**src/rtl/io_hub_pkg.sv**
```systemverilog
`default_nettype none
// +-------------------------------------------------------------------------+
// | io_hub_pkg : I/O window addresses, status bit positions, LFSR step      |
// | Revision   : 1.0                                                        |
// +-------------------------------------------------------------------------+
package io_hub_pkg;

  localparam logic [15:0] IO_TIMER  = 16'h00FC;
  localparam logic [15:0] IO_STATUS = 16'h00FD;
  localparam logic [15:0] IO_RANDOM = 16'h00FE;
  localparam logic [15:0] IO_KEY    = 16'h00FF;

  localparam int ST_OVF   = 7;
  localparam int ST_TZERO = 6;

  localparam logic [7:0] LFSR_TAPS = 8'hB8;

  // Right-shifting Galois step; a non-zero state never maps to zero.
  function automatic logic [7:0] lfsr_next(input logic [7:0] s);
    return s[0] ? ((s >> 1) ^ LFSR_TAPS) : (s >> 1);
  endfunction

endpackage
`default_nettype wire

```
**src/rtl/io_hub_key_fifo.sv**
```systemverilog
`default_nettype none
// +-------------------------------------------------------------------------+
// | key_fifo : synchronous FIFO with flush and sticky overflow-on-full flag |
// | Revision : 1.0                                                          |
// +-------------------------------------------------------------------------+
module key_fifo #(
  parameter  int DEPTH = 8,
  parameter  int DW    = 8,
  localparam int AW    = $clog2(DEPTH),
  localparam int CW    = AW + 1
) (
  input  logic          clk,
  input  logic          rst,
  input  logic          i_push,
  input  logic [DW-1:0] i_data,
  input  logic          i_pop,
  input  logic          i_flush,
  input  logic          i_ovf_clr,
  output logic [DW-1:0] o_head,
  output logic [CW-1:0] o_count,
  output logic          o_full,
  output logic          o_empty,
  output logic          o_overflow
);

  logic [DW-1:0] r_mem [DEPTH];
  logic [AW-1:0] r_wr_ptr;
  logic [AW-1:0] r_rd_ptr;
  logic [CW-1:0] r_count;
  logic          r_overflow;

  logic w_do_pop;
  logic w_do_push;
  logic w_drop;

  assign o_empty    = (r_count == '0);
  assign o_full     = (r_count == CW'(DEPTH));
  assign o_head     = r_mem[r_rd_ptr];
  assign o_count    = r_count;
  assign o_overflow = r_overflow;

  // A pop in the same cycle frees the slot, so a push to a full FIFO is kept.
  assign w_do_pop  = i_pop & ~o_empty;
  assign w_do_push = i_push & (~o_full | w_do_pop);
  assign w_drop    = i_push & o_full & ~w_do_pop;

  always_ff @(posedge clk) begin
    if (w_do_push && !i_flush) begin
      r_mem[r_wr_ptr] <= i_data;
    end
  end

  always_ff @(posedge clk or negedge rst) begin
    if (!rst) begin
      r_wr_ptr   <= '0;
      r_rd_ptr   <= '0;
      r_count    <= '0;
      r_overflow <= 1'b0;
    end else if (i_flush) begin
      r_wr_ptr   <= '0;
      r_rd_ptr   <= '0;
      r_count    <= '0;
      r_overflow <= 1'b0;
    end else begin
      if (w_do_push) begin
        r_wr_ptr <= r_wr_ptr + AW'(1);
      end
      if (w_do_pop) begin
        r_rd_ptr <= r_rd_ptr + AW'(1);
      end
      r_count <= r_count + CW'(w_do_push) - CW'(w_do_pop);
      if (w_drop) begin
        r_overflow <= 1'b1;
      end else if (i_ovf_clr) begin
        r_overflow <= 1'b0;
      end
    end
  end

endmodule
`default_nettype wire

```
**src/rtl/io_hub.sv**
```systemverilog
`default_nettype none
// +-------------------------------------------------------------------------+
// | io_hub   : 6502 I/O window decode, key FIFO, LFSR, 60 Hz-style timer    |
// |            Optional KEY_AUTOREPEAT_EN adds held-key auto-repeat pushes. |
// | Revision : 1.0                                                          |
// +-------------------------------------------------------------------------+
module io_hub
  import io_hub_pkg::*;
#(
  parameter int         ADDR_W    = 16,
  parameter int         KEY_DEPTH = 8,
  parameter logic [7:0] RAND_SEED = 8'hA5,
  parameter int         TICK_DIV  = 833333
) (
  input  logic              clk,
  input  logic              rst,
  input  logic              cpu_en,
  input  logic [ADDR_W-1:0] cpu_address,
  input  logic              cpu_read_write,
  input  logic [7:0]        cpu_data_write,
  input  logic [7:0]        mem_data,
  input  logic              key_valid,
  input  logic [7:0]        key_code,
  output logic [7:0]        cpu_data_read,
  output logic              key_irq
);

  localparam int CW = $clog2(KEY_DEPTH) + 1;
  localparam int TW = (TICK_DIV > 1) ? $clog2(TICK_DIV) : 1;

  logic          r_key_prev;
  logic [7:0]    r_last_key;
  logic [7:0]    r_lfsr;
  logic [7:0]    r_timer;
  logic [TW-1:0] r_tick;
  logic          r_irq;

  logic          w_sel_timer;
  logic          w_sel_status;
  logic          w_sel_random;
  logic          w_sel_key;
  logic          w_rd;
  logic          w_wr;
  logic          w_push;
  logic          w_rep_push;
  logic          w_pop;
  logic          w_flush;
  logic          w_ovf_clr;
  logic [7:0]    w_head;
  logic [CW-1:0] w_count;
  logic          w_fifo_full_unused;
  logic          w_empty;
  logic          w_overflow;
  logic          w_tick_wrap;
  logic          w_timer_zero;
  logic [7:0]    w_status;
  logic [7:0]    w_rdata;

  assign w_sel_timer  = (cpu_address == ADDR_W'(IO_TIMER));
  assign w_sel_status = (cpu_address == ADDR_W'(IO_STATUS));
  assign w_sel_random = (cpu_address == ADDR_W'(IO_RANDOM));
  assign w_sel_key    = (cpu_address == ADDR_W'(IO_KEY));

  assign w_rd      = cpu_en & ~cpu_read_write;
  assign w_wr      = cpu_en &  cpu_read_write;
  assign w_pop     = w_rd & w_sel_key & ~w_empty;
  assign w_flush   = w_wr & w_sel_status;
  assign w_ovf_clr = w_rd & w_sel_status;
  assign w_push    = (key_valid & ~r_key_prev) | w_rep_push;

`ifdef KEY_AUTOREPEAT_EN
  logic [5:0] r_rep_cnt;

  // First repeat on the 32nd strobe of a hold, then every 8th (24..31 loop).
  assign w_rep_push = key_valid & cpu_en & (r_rep_cnt == 6'd31);

  always_ff @(posedge clk or negedge rst) begin
    if (!rst) begin
      r_rep_cnt <= '0;
    end else if (!key_valid) begin
      r_rep_cnt <= '0;
    end else if (cpu_en) begin
      r_rep_cnt <= (r_rep_cnt == 6'd31) ? 6'd24 : r_rep_cnt + 6'd1;
    end
  end
`else
  assign w_rep_push = 1'b0;
`endif

  key_fifo #(
    .DEPTH (KEY_DEPTH),
    .DW    (8)
  ) u_key_fifo (
    .clk        (clk),
    .rst        (rst),
    .i_push     (w_push),
    .i_data     (key_code),
    .i_pop      (w_pop),
    .i_flush    (w_flush),
    .i_ovf_clr  (w_ovf_clr),
    .o_head     (w_head),
    .o_count    (w_count),
    .o_full     (w_fifo_full_unused),
    .o_empty    (w_empty),
    .o_overflow (w_overflow)
  );

  assign w_tick_wrap  = (r_tick == TW'(TICK_DIV - 1));
  assign w_timer_zero = (r_timer == 8'd0);

  always_ff @(posedge clk or negedge rst) begin
    if (!rst) begin
      r_key_prev <= 1'b0;
      r_last_key <= 8'h00;
      r_lfsr     <= RAND_SEED;
      r_timer    <= 8'd0;
      r_tick     <= '0;
      r_irq      <= 1'b0;
    end else begin
      r_key_prev <= key_valid;
      r_irq      <= (w_count != '0);
      if (w_pop) begin
        r_last_key <= w_head;
      end
      if (cpu_en) begin
        r_lfsr <= lfsr_next(r_lfsr);
      end
      if (w_wr && w_sel_timer) begin
        r_timer <= cpu_data_write;
        r_tick  <= '0;
      end else begin
        r_tick <= w_tick_wrap ? '0 : r_tick + TW'(1);
        if (w_tick_wrap && !w_timer_zero) begin
          r_timer <= r_timer - 8'd1;
        end
      end
    end
  end

  always_comb begin
    w_status           = {2'b00, 6'(w_count)};
    w_status[ST_OVF]   = w_overflow;
    w_status[ST_TZERO] = w_timer_zero;
  end

  always_comb begin
    w_rdata = mem_data;
    if (w_sel_timer) begin
      w_rdata = r_timer;
    end else if (w_sel_status) begin
      w_rdata = w_status;
    end else if (w_sel_random) begin
      w_rdata = r_lfsr;
    end else if (w_sel_key) begin
      w_rdata = w_empty ? r_last_key : w_head;
    end
  end

  assign cpu_data_read = w_rdata;
  assign key_irq       = r_irq;

endmodule
`default_nettype wire
```
**config.mk**
```make
export PLATFORM = sky130hd
export DESIGN_NAME = io_hub
export DESIGN_NICKNAME = d
export VERILOG_FILES = /design/src/rtl/io_hub_pkg.sv /design/src/rtl/io_hub_key_fifo.sv /design/src/rtl/io_hub.sv
export SDC_FILE = /design/constraint.sdc
export NUM_CORES = 1
export LEC_CHECK = 0
export ABC_AREA = 1
export BUFFER_PORTS_ARGS = -buffer_cell sky130_fd_sc_hd__buf_2
export CAP_MARGIN = 20
export CORE_ASPECT_RATIO = 0.5
export CORE_MARGIN = 1.5
export CORE_UTILIZATION = 49
export DETAILED_ROUTE_END_ITERATION = 12
export PLACE_DENSITY_LB_ADDON = 0.25
export SLEW_MARGIN = 5
export SYNTH_ARGS = -nofsm -noshare
export SYNTH_HDL_FRONTEND = slang
export SYNTH_HIERARCHICAL = 1
export SYNTH_SLANG_ARGS = --single-unit
```
**constraint.sdc**
```tcl
create_clock -name clk -period 2.5 [get_ports clk]
set_input_delay 0.25 -clock clk [delete_from_list [all_inputs] [get_ports clk]]
set_output_delay 0.25 -clock clk [all_outputs]
set_load 0.03 [all_outputs]
```
==> results of run 1 <==
## cells in the mapped netlist, drive strengths merged
cell type	instances	area [sq um]
nor3	11	60.06
xnor2	6	52.55
o211ai	1	7.510
or4	1	7.510
inv	76	285.3
xor2	14	122.6
o21bai	1	7.510
nor2	128	508.0
o21ai	67	376.6
nand3	68	400.4
and3	1	6.260
nor3b	1	18.77
or2	2	12.52
dfrtp	53	1326
a21oi	12	60.06
edfxtp	64	1922
clkbuf	4	15.01
a31o	1	8.760
ha	11	137.6
dfstp	4	105.1
fa	1	20.02
buf	20	143.9
nand2	202	790.8
nand4	28	196.4
## final timing paths
check / cells past startpoint / start / slack, ns / endpoint
max: 14 / u_key_fifo/r_rd_ptr[0] / -0.14 / cpu_data_read[2]
min: 3 / cpu_en / 0.10 / r_lfsr[0]
max reg2reg: 12 / u_key_fifo/o_count[2] / 0.15 / u_key_fifo/o_count[1]
min reg2reg: 2 / r_lfsr[2] / 0.48 / r_lfsr[2]
max in group asynchronous: 3 / rst / 1.29 / u_key_fifo/r_rd_ptr[0]
min in group asynchronous: 2 / rst / 0.51 / r_tick[3]
## registers in the layout (all words and copies together), names as in the netlist, 3 cells and up
| name | flops |
|---|---|
| r_last_key | 8 |
| r_lfsr | 8 |
| r_tick | 20 |
| r_timer | 8 |
| u_key_fifo/o_count | 4 |
| u_key_fifo/r_mem | 64 |
| u_key_fifo/r_rd_ptr | 3 |
| u_key_fifo/r_wr_ptr | 3 |
## metrics by stage
stage | hold slack, ns | setup WS (ns) | power [uW] | cell area, sq um | setup TNS, ns
3_5_place_dp | 0.3739 | 0.07982 | 3349 | 7131 | 0
6_report | 0.1043 | -0.1392 | 5688 | 7866 | -0.7051
4_1_cts | 0.09227 | -0.1582 | 5726 | 7784 | -1.066
5_1_grt | 0.1092 | -0.3558 | 5985 | 7866 | -2.082
2_1_floorplan | -0.04559 | 0.02068 | 3083 | 6598 | 0
3_3_place_gp | 0.3722 | 0.1520 | 3311 | 7131 | 0
## placed cells by master (no fill, tap or decap), types with 3 or more instances in the layout
master     netlist  final
a21oi_1         12     11
buf_12           0      4
buf_2            7     46
buf_4            8     22
buf_6            4      3
clkbuf_16        0     18
clkinv_4         0      4
dfrtp_1         53     52
dfstp_2          4      4
edfxtp_1        64     64
ha_1            11     11
inv_1           69     65
inv_2            7     10
inv_6            0      4
nand2_1        195    194
nand2_2          4      5
nand2_4          3      3
nand3_1         62     60
nand3_2          2      4
nand3_4          4      4
nand4_1         26     26
nor2_1         123    118
nor2_2           2      7
nor2_4           3      3
nor3_1          10      9
o21ai_0         23     21
o21ai_1         35     28
o21ai_2          8     17
xnor2_1          6      6
xor2_1          14     14
## metal layers
metal,up-vias,global-route usage [%]
met3,17,4.711
met1,2510,29.49
met4,0,7.934
met2,122,36.33
met5,-,0
li1,2725,-
## area by class of cell
class,instances,share of cell area (%)
clock buffers,17,5.408
clock inverters,15,1.813
inverters,76,3.658
multi-input cells,556,36.38
flip-flops and latches,121,42.64
well taps,170,2.704
repair buffers,79,7.396
## critical path: stages, from the launching register on
cell,delay [ns]
dfrtp_2,0.48
buf_12,0.18
o21ai_0,0.27
o21ai_2,0.12
nand2_1,0.08
nand2_1,0.07
inv_2,0.06
nor2_1,0.04
a21oi_1,0.11
nand3_1,0.08
nand3_1,0.10
nand2_1,0.08
nand2_1,0.07
nand2_1,0.06
buf_4,0.16
## logic make-up (layout without fill, tap and decap cells)
kind of cell / after synthesis / after routing / synth area share (%)
compound gates: 82 / 82 / 6.986
xor+xnor: 20 / 20 / 2.658
fa+ha+maj: 12 / 12 / 2.392
buf+inv: 100 / 187 / 6.739
flops: 121 / 121 / 50.87
simple gates: 442 / 442 / 30.35
## power groups by stage
stage          Clock, uW  Sequential [uW]  Combinational (uW)
6_report            2360             2520                 807
5_1_grt             2500             2550                 934
4_1_cts             2400             2510                 809
3_5_place_dp           0             2550                 799
3_3_place_gp           0             2540                 768
2_1_floorplan          0             2490                 595
## timing repair
action,CTS,global route
hold endpoints to repair,25,0
hold buffers,2,0
setup endpoints to repair,8,8
pin swaps,0,1
cloned,1,1
resized for setup,13,24
==> impl_results.md, run 1 <==
* CTS Buf Count at 17
* Outcome: finished with violations
* Final Skew at roughly 0.017 ns
* CTS clk-pin slew, worst paths at around 0.060 ns
* Vias per inst at just over 5
* Wl on met1 at 7.070 mm
* Crit path time final at roughly 2.6 ns
* #FFs+latches synth at between 100 and 150
* Initial antenna violation count at 0
* Pwr Density at between 700 and 800 nW/um^2
* Die Area at approximately 14000 sq um
* Final RePlAce weighted congestion at ~0.93
* Critical Path RT at roughly 2.3 ns
* First-pass DRT Iterations at 5
* Fillers at 1105
* Clk_lat worst skew at approximately 0.42 ns
* Final Max Slew Viols at 0
* Yosys cell types at 41
* Total net switching power at 1642 uW
* I/O Buffers at 53
* Root buf cell: clkbuf_16
* Synthesized area at roughly 6600 sq um
* Failing checks: negative setup slack
* Crit start category: flip-flop
* Area of the multi-input gates at about 2900 sq um
* Final worst setup slack at -0.1392 ns
* Seq/Total Area, Yosys at roughly half
* Layout Cells excl Fill at 1034
* Post CTS Setup Buffer Count at 0
* Post-route ant nets at 0
* Metal2 WL at just under 7 mm
* Slew @ Worst Pin at about 0.89 ns
* Rel. slew slack at between 40% and 50%
* CTS tree: done
* Die X-Extent at about 170 um
* Die height at ~85 um
* Crit-path max FO at 17
* Starting Density at about half
* Share of layout cells above drive strength 1 at approximately 20%
* Max-cap viol count at 0
* Layout Utilization at approximately 60%
* Worst setup path category: reg -> out
* Sw frac at between 20% and 30%
* Rows at 29
* Core area at ~13000 sq um
* Worst VDD drop at just under 0.4 mV
* Synth Warn # at 6
* Initial DRC Count at 401
* Synth Instances at roughly 780
* Met3 WL post-DR at 660 um
* P_leak at between 0.003 and 0.004 uW
* Final WL at 14.89 mm
* Vias at roughly 5.4k
* Synthesis-to-finish area growth at 19.34%
* Clock buffer depth at 2
* Fmax at 0.3789 GHz
* FF+latch area at about 3400 sq um
* Remaining DRCs at 0
* Comb power frac at ~14%
* GRT overflow at 0
* H-Tree Depth at 4
* WL per Instance at 14.40 um
* Clk network pwr share at ~42%
* Avg Cell Area, Syn at around 8.5 sq um
* DP Wirelength at a little over 10 mm
* RSZ-0062 raised after global routing: yes
* Seq pwr share at roughly 44%
* Dpl cells at 998
* Arrival @ worst endpoint at 2.39 ns
* First-pass GRT wire length at roughly 25 mm
* I/O Pins at 54
* Endpoint type of the worst setup path: output pin
* Pin count of the biggest net entering global routing at 40
* Hold/Removal Path Class: in -> reg
* Syn nets at 834
* Hold Fails Final Rpt at 0
* Clock sink count at 121
* Highest routed metal layer: met4
* Vias in the first global route at between 5k and 6k
* Fin nets at between 900 and 1k
* Number of diodes at 0
* Setup violations, final at 8
* GR Util All Layers at 22.17%
* Pint at about 4000 uW
* Period utilisation layout at 105.6%
(Power assumes the default switching activity.)
==> run 2, diff against run 1 <==
Settings changed: ABC_AREA 1 to 0, CTS_CLUSTER_SIZE set to 24.
==> run 2 against run 1 <==
Net effect: the run ends with negative hold slack, negative setup slack left; worst setup slack worse by 0.39 ns; largest cell class unchanged; sequential cell count unchanged; highest routed layer unchanged; sequential share of layout area increased by 1.1 points; power grew 9.7%; combinational power rose by 51%; cell count shrank 27%; non-clock buffer count grew 30.
==> impl_results.md, run 2 <==
* Share of layout cells above drive strength 1 at 38.29% (+18 points)
* Initial antenna violation count at 0 (unchanged)
* Core area at 11880 sq um (-7.8%)
* Syn nets at 524 (-37%)
* Initial DRC Count at 294 (-27%)
* Top post-synthesis cells by area: edfxtp_1, dfrtp_1, mux4_1
* Crit start category: flip-flop
* Top Registers: u_key_fifo/r_mem: 64 flops, r_tick: 20 flops
* I/O Buffers at 53 (unchanged)
* Hold/Removal Path Class: in -> async
* Pwr Density at 813.1 nW/um^2 (+12%)
* Avg Cell Area, Syn at 12.89 sq um (+52%)
* Final Max Slew Viols at 0 (unchanged)
* Failing checks: negative hold slack, negative setup slack
* Worst setup path category: reg -> out
* RSZ-0062 raised after global routing: yes
* Fillers at 867 (-22%)
* #FFs+latches synth at 121 (unchanged)
* Synth Instances at 467 (-40%)
* Synth Warn # at 6 (unchanged)
* Synthesis-to-finish area growth at 27.46%
* Area leader, netlist: edfxtp_1
* Die X-Extent at 159.7 um (-4.4%)
* Number of diodes at 0 (unchanged)
* Most flop-heavy register: u_key_fifo/r_mem
* GR Util All Layers at 21.77% (-0.40 points)
* Crit path launch: u_key_fifo/r_rd_ptr[1]
* DP Wirelength at 8.481 mm (-16%)
* H-Tree Depth at 4 (unchanged)
* Post-synth top flop: edfxtp_1
* Number of synthesized flops with an enable pin at 64 (unchanged)
* Final Skew at 0.01061 ns (-0.005944 ns)
* Max reg flops at 64 (unchanged)
* Starting Density at 50.67% (-0.50 points)
* Final WL at 13.18 mm (-11%)
* Worst VDD drop at 0.3992 mV (+2.0%)
* Vias at 4100 (-24%)
* Final RePlAce weighted congestion at 0.8077 (-13%)
* CTS Buf Count at 17 (unchanged)
* Rel. slew slack at 49.53% (+8.9 points)
* Commonest non-fill, non-tap cell in the layout: edfxtp_1
* Clk_lat worst skew at 0.41 ns (about the same)
* Remaining DRCs at 0 (unchanged)
* Period utilisation layout at 121.1% (+16 points)
* WL per Instance at 17.58 um (+22%)
* First-pass DRT Iterations at 5 (unchanged)
* Endpoint type of the worst setup path: output pin
* Rows at 28 (-3.4%)
* Fmax at 0.3304 GHz (-13%)
* Vias per inst at 5.467 (+5.2%)
* Commonest non-fill, non-tap cells in the layout: edfxtp_1, nor2_1, dfrtp_1
* Seq/Total Area, Yosys at 55.72% (+4.8 points)
* Critical Path RT at 2.25 ns (about the same)
* Clock sink count at 121 (unchanged)
* Die Area at 13000 sq um (-8.5%)
* Pin count of the biggest net entering global routing at 58 (+45%)
* Synthesized area at 6018 sq um (-8.7%)
* Vias in the first global route at 4105 (-20%)
* Commonest cells post-synth: edfxtp_1, nor2_1, dfrtp_1
* Reg2Reg Depth at 10 (-2)
* Yosys cell types at 62 (+51%)
* Critical R2R Launch: u_key_fifo/o_count[2]
* Post-synth ARST share at 47.11% (unchanged)
* Hold Fails Final Rpt at 8 (+8)
* Clock buffer depth at 2 (unchanged)
* Layout Utilization at 64.59% (+3.5 points)
* Final worst setup slack at -0.5268 ns (-0.3875 ns)
* Post-synth top area share at 31.93% (+2.8 points)
* Fin area at 7671 sq um (-2.5%)
* CTS tree: done
* Crit-path max FO at 6 (-11)
* CP cell instances: buf_6 > mux4_2 > mux2_4 > mux2_4 > mux4_2 > inv_2 > o21ai_4 > buf_6
* I/O Pins at 54 (unchanged)
* Reg2Reg Capture Point: u_key_fifo/o_count[1]
* Die height at 81.37 um (-4.3%)
* GRT overflow at 0 (unchanged)
* Setup violations, final at 9 (+1)
* Slowest cell on crit path: mux4_2
* Outcome: finished with violations
* Arrival @ worst endpoint at 2.78 ns (+0.39 ns)
* Post-route ant nets at 0 (unchanged)
* Max incr delay on CP at 0.50 ns (+0.02 ns)
* Root buf cell: clkbuf_16
* Crit path time final at 3.027 ns (+0.3875 ns)
* Most instantiated library cell after synthesis: edfxtp_1
* Fin nets at 629 (-31%)
* Reg-to-reg slack, setup at -0.02 ns (-0.17 ns)
* Max-cap viol count at 0 (unchanged)
* First-pass GRT wire length at 21.19 mm (-14%)
* Placed instance area at 6909 sq um (-3.1%)
* P_leak at 0.003044 uW (-13%)
* Slew @ Worst Pin at 0.7501 ns (-0.1399 ns)
* CTS clk-pin slew, worst paths at 0.06 ns (about the same)
* WHS at -0.02358 ns (-0.1279 ns)
run 2: worst max-delay path by stage:
| stage | cells after the start | slack, ns | end |
|---|---|---|---|
| finish | 8 | -0.53 | cpu_data_read[6] |
| global route | 8 | -0.60 | cpu_data_read[6] |
| CTS | 8 | -0.54 | cpu_data_read[6] |
| detailed placement | 10 | -0.26 | u_key_fifo/r_mem[4][5] |
| global placement | 10 | -0.20 | u_key_fifo/r_mem[4][5] |
| floorplan | 7 | -0.31 | u_key_fifo/r_mem[4][0] |
run 2: kinds of logic (layout without fill, tap and decap cells):
| group | count (synthesis) | count (layout) | synth area share [%] |
|---|---|---|---|
| AO/OA/AOI/OAI | 51 | 51 | 5.489 |
| XOR/XNOR | 28 | 28 | 4.075 |
| adder cells (fa/ha/maj) | 12 | 12 | 2.620 |
| buffers and inverters | 36 | 154 | 2.682 |
| flip-flops | 121 | 121 | 55.72 |
| multiplexers | 55 | 55 | 14.18 |
| AND/OR/NAND/NOR | 164 | 164 | 15.24 |
run 2: stage by stage:
stage                     worst slack, ns  cells  setup TNS (ns)  power [uW]
after global placement            -0.1985    708          -8.389        3702
final                             -0.5268    750          -3.095        6238
after detailed placement          -0.2594    708          -12.92        3731
after CTS                         -0.5389    748          -3.648        6200
after global routing              -0.6015    750          -4.030        6541
after floorplan                   -0.3148    467          -14.11        3294
run 2: critical path: cells and delay by family (launching register included):
family,cells,cell delay (ns)
buffers and inverters,3,0.38
multiplexers,4,1.51
AO/OA/AOI/OAI,1,0.05
flip-flops,1,0.42
run 2: power by group:
group | switching (uW) | internal, uW | leakage, uW | total (uW)
Sequential | 214 | 2370 | 0.00127 | 2580
Combinational | 579 | 642 | 0.00149 | 1220
Clock | 948 | 1490 | 0.000280 | 2440
Total | 1740 | 4500 | 0.00304 | 6240
run 2: cell type report:
class / count / area, sq um / area share [%]
clock buffers: 18 / 429.2 / 5.595
clock inverters: 14 / 160.2 / 2.088
inverters: 13 / 48.80 / 0.6361
multi-input cells: 310 / 2655 / 34.61
flip-flops and latches: 121 / 3354 / 43.73
well taps: 165 / 206.4 / 2.691
repair buffers: 109 / 817.0 / 10.65
run 2: timing repair:
item,CTS,global route
pin swaps,5,14
endpoints found under the setup margin,8,46
gates resized for setup,29,25
hold buffers,1,0
endpoints found under the hold margin,1,0
gates cloned,1,0
setup buffers,6,6
run 2: routing by layer:
layer	share of wire [%]	routed length (um)	global-route usage, %
met5	0	0	0
met4	1.4	190	6.981
met3	5.2	691	5.924
met2	47	6248	36.20
met1	46	6053	28.23
==> run 3, diff against run 2 <==
Settings changed: MAX_ROUTING_LAYER set to met4.
==> run 3 against run 2 <==
Net effect: the flow still finishes with violations (negative hold slack, negative setup slack); power about the same; worst hold slack got worse by 0.0012 ns; critical endpoint unchanged; critical path type unchanged; global-route usage up 0.66 points.
==> impl_results.md, run 3 (synthesis gave the netlist of run 2 again) <==
* Outcome: finished with violations
* Failing checks: negative hold slack, negative setup slack
* Initial DRC Count at 285 (-3.1%)
* Commonest non-fill, non-tap cells in the layout: edfxtp_1, nor2_1, dfrtp_1
* Placed instance area at 6909 sq um (unchanged)
* Die height at 81.37 um (unchanged)
* GR Util All Layers at 22.42% (+0.66 points)
* Endpoint type of the worst setup path: output pin
* Reg2Reg Depth at 10 (unchanged)
* Arrival @ worst endpoint at 2.78 ns (about the same)
* Worst setup path category: reg -> out
* Fmax at 0.3304 GHz (about the same)
* Critical Path RT at 2.25 ns (about the same)
* I/O Pins at 54 (unchanged)
* Starting Density at 50.67% (unchanged)
* Post-route ant nets at 0 (unchanged)
* Crit-path max FO at 6 (unchanged)
* Setup violations, final at 9 (unchanged)
* Fin area at 7671 sq um (unchanged)
* Rel. slew slack at 49.19% (-0.34 points)
* Worst VDD drop at 0.3966 mV (-0.66%)
* Final RePlAce weighted congestion at 0.8195 (+1.5%)
* Critical R2R Launch: u_key_fifo/o_count[2]
* Clk_lat worst skew at 0.41 ns (about the same)
* CTS clk-pin slew, worst paths at 0.06 ns (about the same)
* Top Registers: u_key_fifo/r_mem: 64 flops, r_tick: 20 flops
* WL per Instance at 17.53 um (-0.28%)
* Synthesis-to-finish area growth at 27.46% (unchanged)
* Reg-to-reg slack, setup at -0.02 ns (about the same)
* Final Skew at 0.01447 ns (+0.003861 ns)
* Reg2Reg Capture Point: u_key_fifo/o_count[1]
* Hold Fails Final Rpt at 6 (-2)
* Vias in the first global route at 4101 (-0.097%)
* Final TNS setup at -3.116 ns (-0.02168 ns)
* Fin nets at 629 (unchanged)
* Pin count of the biggest net entering global routing at 58 (unchanged)
* Crit start category: flip-flop
* Final WL at 13.15 mm (-0.28%)
* RSZ-0062 raised after global routing: yes
* Clock buffer depth at 2 (unchanged)
* CTS tree: done
* Share of layout cells above drive strength 1 at 38.29% (unchanged)
* GRT overflow at 0 (unchanged)
* WHS at -0.02475 ns (-0.001177 ns)
* First-pass GRT wire length at 21.16 mm (-0.13%)
* P_leak at 0.003044 uW (unchanged)
* Vias per inst at 5.429 (-0.68%)
* Most flop-heavy register: u_key_fifo/r_mem
* Slew @ Worst Pin at 0.7621 ns (+0.01199 ns)
* Vias at 4072 (-0.68%)
* Root buf cell: clkbuf_16
* Final worst setup slack at -0.5266 ns (+0.0001230 ns)
* Period utilisation layout at 121.1% (about the same)
* H-Tree Depth at 4 (unchanged)
* Final Max Slew Viols at 0 (unchanged)
* Clock sink count at 121 (unchanged)
* Die X-Extent at 159.7 um (unchanged)
* Crit path time final at 3.027 ns (-0.0001230 ns)
* DP Wirelength at 8.481 mm (unchanged)
* Max-cap viol count at 0 (unchanged)
* Hold/Removal Path Class: in -> async
* Number of diodes at 0 (unchanged)
* CTS Buf Count at 17 (unchanged)
* Fillers at 867 (unchanged)
* Rows at 28 (unchanged)
* Max reg flops at 64 (unchanged)
* Core area at 11880 sq um (unchanged)
* Pwr Density at 813.4 nW/um^2 (about the same)
* DP Worst Slack at -0.2594 ns (unchanged)
* Remaining DRCs at 0 (unchanged)
* Initial antenna violation count at 0 (unchanged)
* Commonest non-fill, non-tap cell in the layout: edfxtp_1
* First-pass DRT Iterations at 5 (unchanged)
* Die Area at 13000 sq um (unchanged)
* I/O Buffers at 53 (unchanged)
-- run 3: critical path: stages, from the launching register on --
cell and delay [ns]:
dfrtp_2 0.42, buf_6 0.15, mux4_2 0.50, mux2_4 0.28, mux2_4 0.26, mux4_2 0.47, inv_2 0.08, o21ai_4 0.05
buf_6 0.15
-- run 3: final cells by class --
class | instances | area, sq um | share of cell area [%]
Clock buffer | 18 | 429.2 | 5.595
Clock inverter | 14 | 160.2 | 2.088
Inverter | 13 | 48.80 | 0.6361
Multi-Input combinational cell | 310 | 2655 | 34.61
Sequential cell | 121 | 3354 | 43.73
Tap cell | 165 | 206.4 | 2.691
Timing Repair Buffer | 109 | 817.0 | 10.65
-- run 3: how the worst max path moves through the flow --
stage / start / end / cells past startpoint
after floorplan: cpu_address[11] / u_key_fifo/r_mem[4][0] / 7
after global placement: cpu_address[11] / u_key_fifo/r_mem[4][5] / 10
after detailed placement: cpu_address[11] / u_key_fifo/r_mem[4][5] / 10
after CTS: u_key_fifo/r_rd_ptr[1] / cpu_data_read[6] / 8
after global routing: u_key_fifo/r_rd_ptr[1] / cpu_data_read[6] / 8
final: u_key_fifo/r_rd_ptr[1] / cpu_data_read[6] / 8
-- run 3: metal layers --
metal | up-vias | global-route usage [%] | routed length, um
met5 | - | - | 0
met1 | 2037 | 28.27 | 6167
met2 | 74 | 36.16 | 6197
met4 | 0 | 6.981 | 223
met3 | 19 | 5.771 | 558
li1 | 1942 | - | -
-- run 3: report_power, final --
group | switching [uW] | internal [uW] | total (uW)
combinational | 581 | 642 | 1220
clock | 948 | 1490 | 2440
sequential | 214 | 2370 | 2580
-- run 3: through the flow --
step	utilization (%)	total power (uW)	hold slack (ns)	cells
after floorplan	-	3294	-0.04559	467
after global placement	58.18	3702	0.3726	708
after detailed placement	58.18	3731	0.3716	708
after CTS	64.32	6200	0.01441	748
after global routing	64.59	6539	0.05106	750
final	64.59	6240	-0.02475	750
-- run 3: repair_timing --
item	in CTS	in global routing
setup endpoints to repair	8	46
hold endpoints to repair	1	0
pin swaps	5	14
gates resized for setup	29	25
setup buffers	6	6
cloned	1	0
hold buffers	1	0
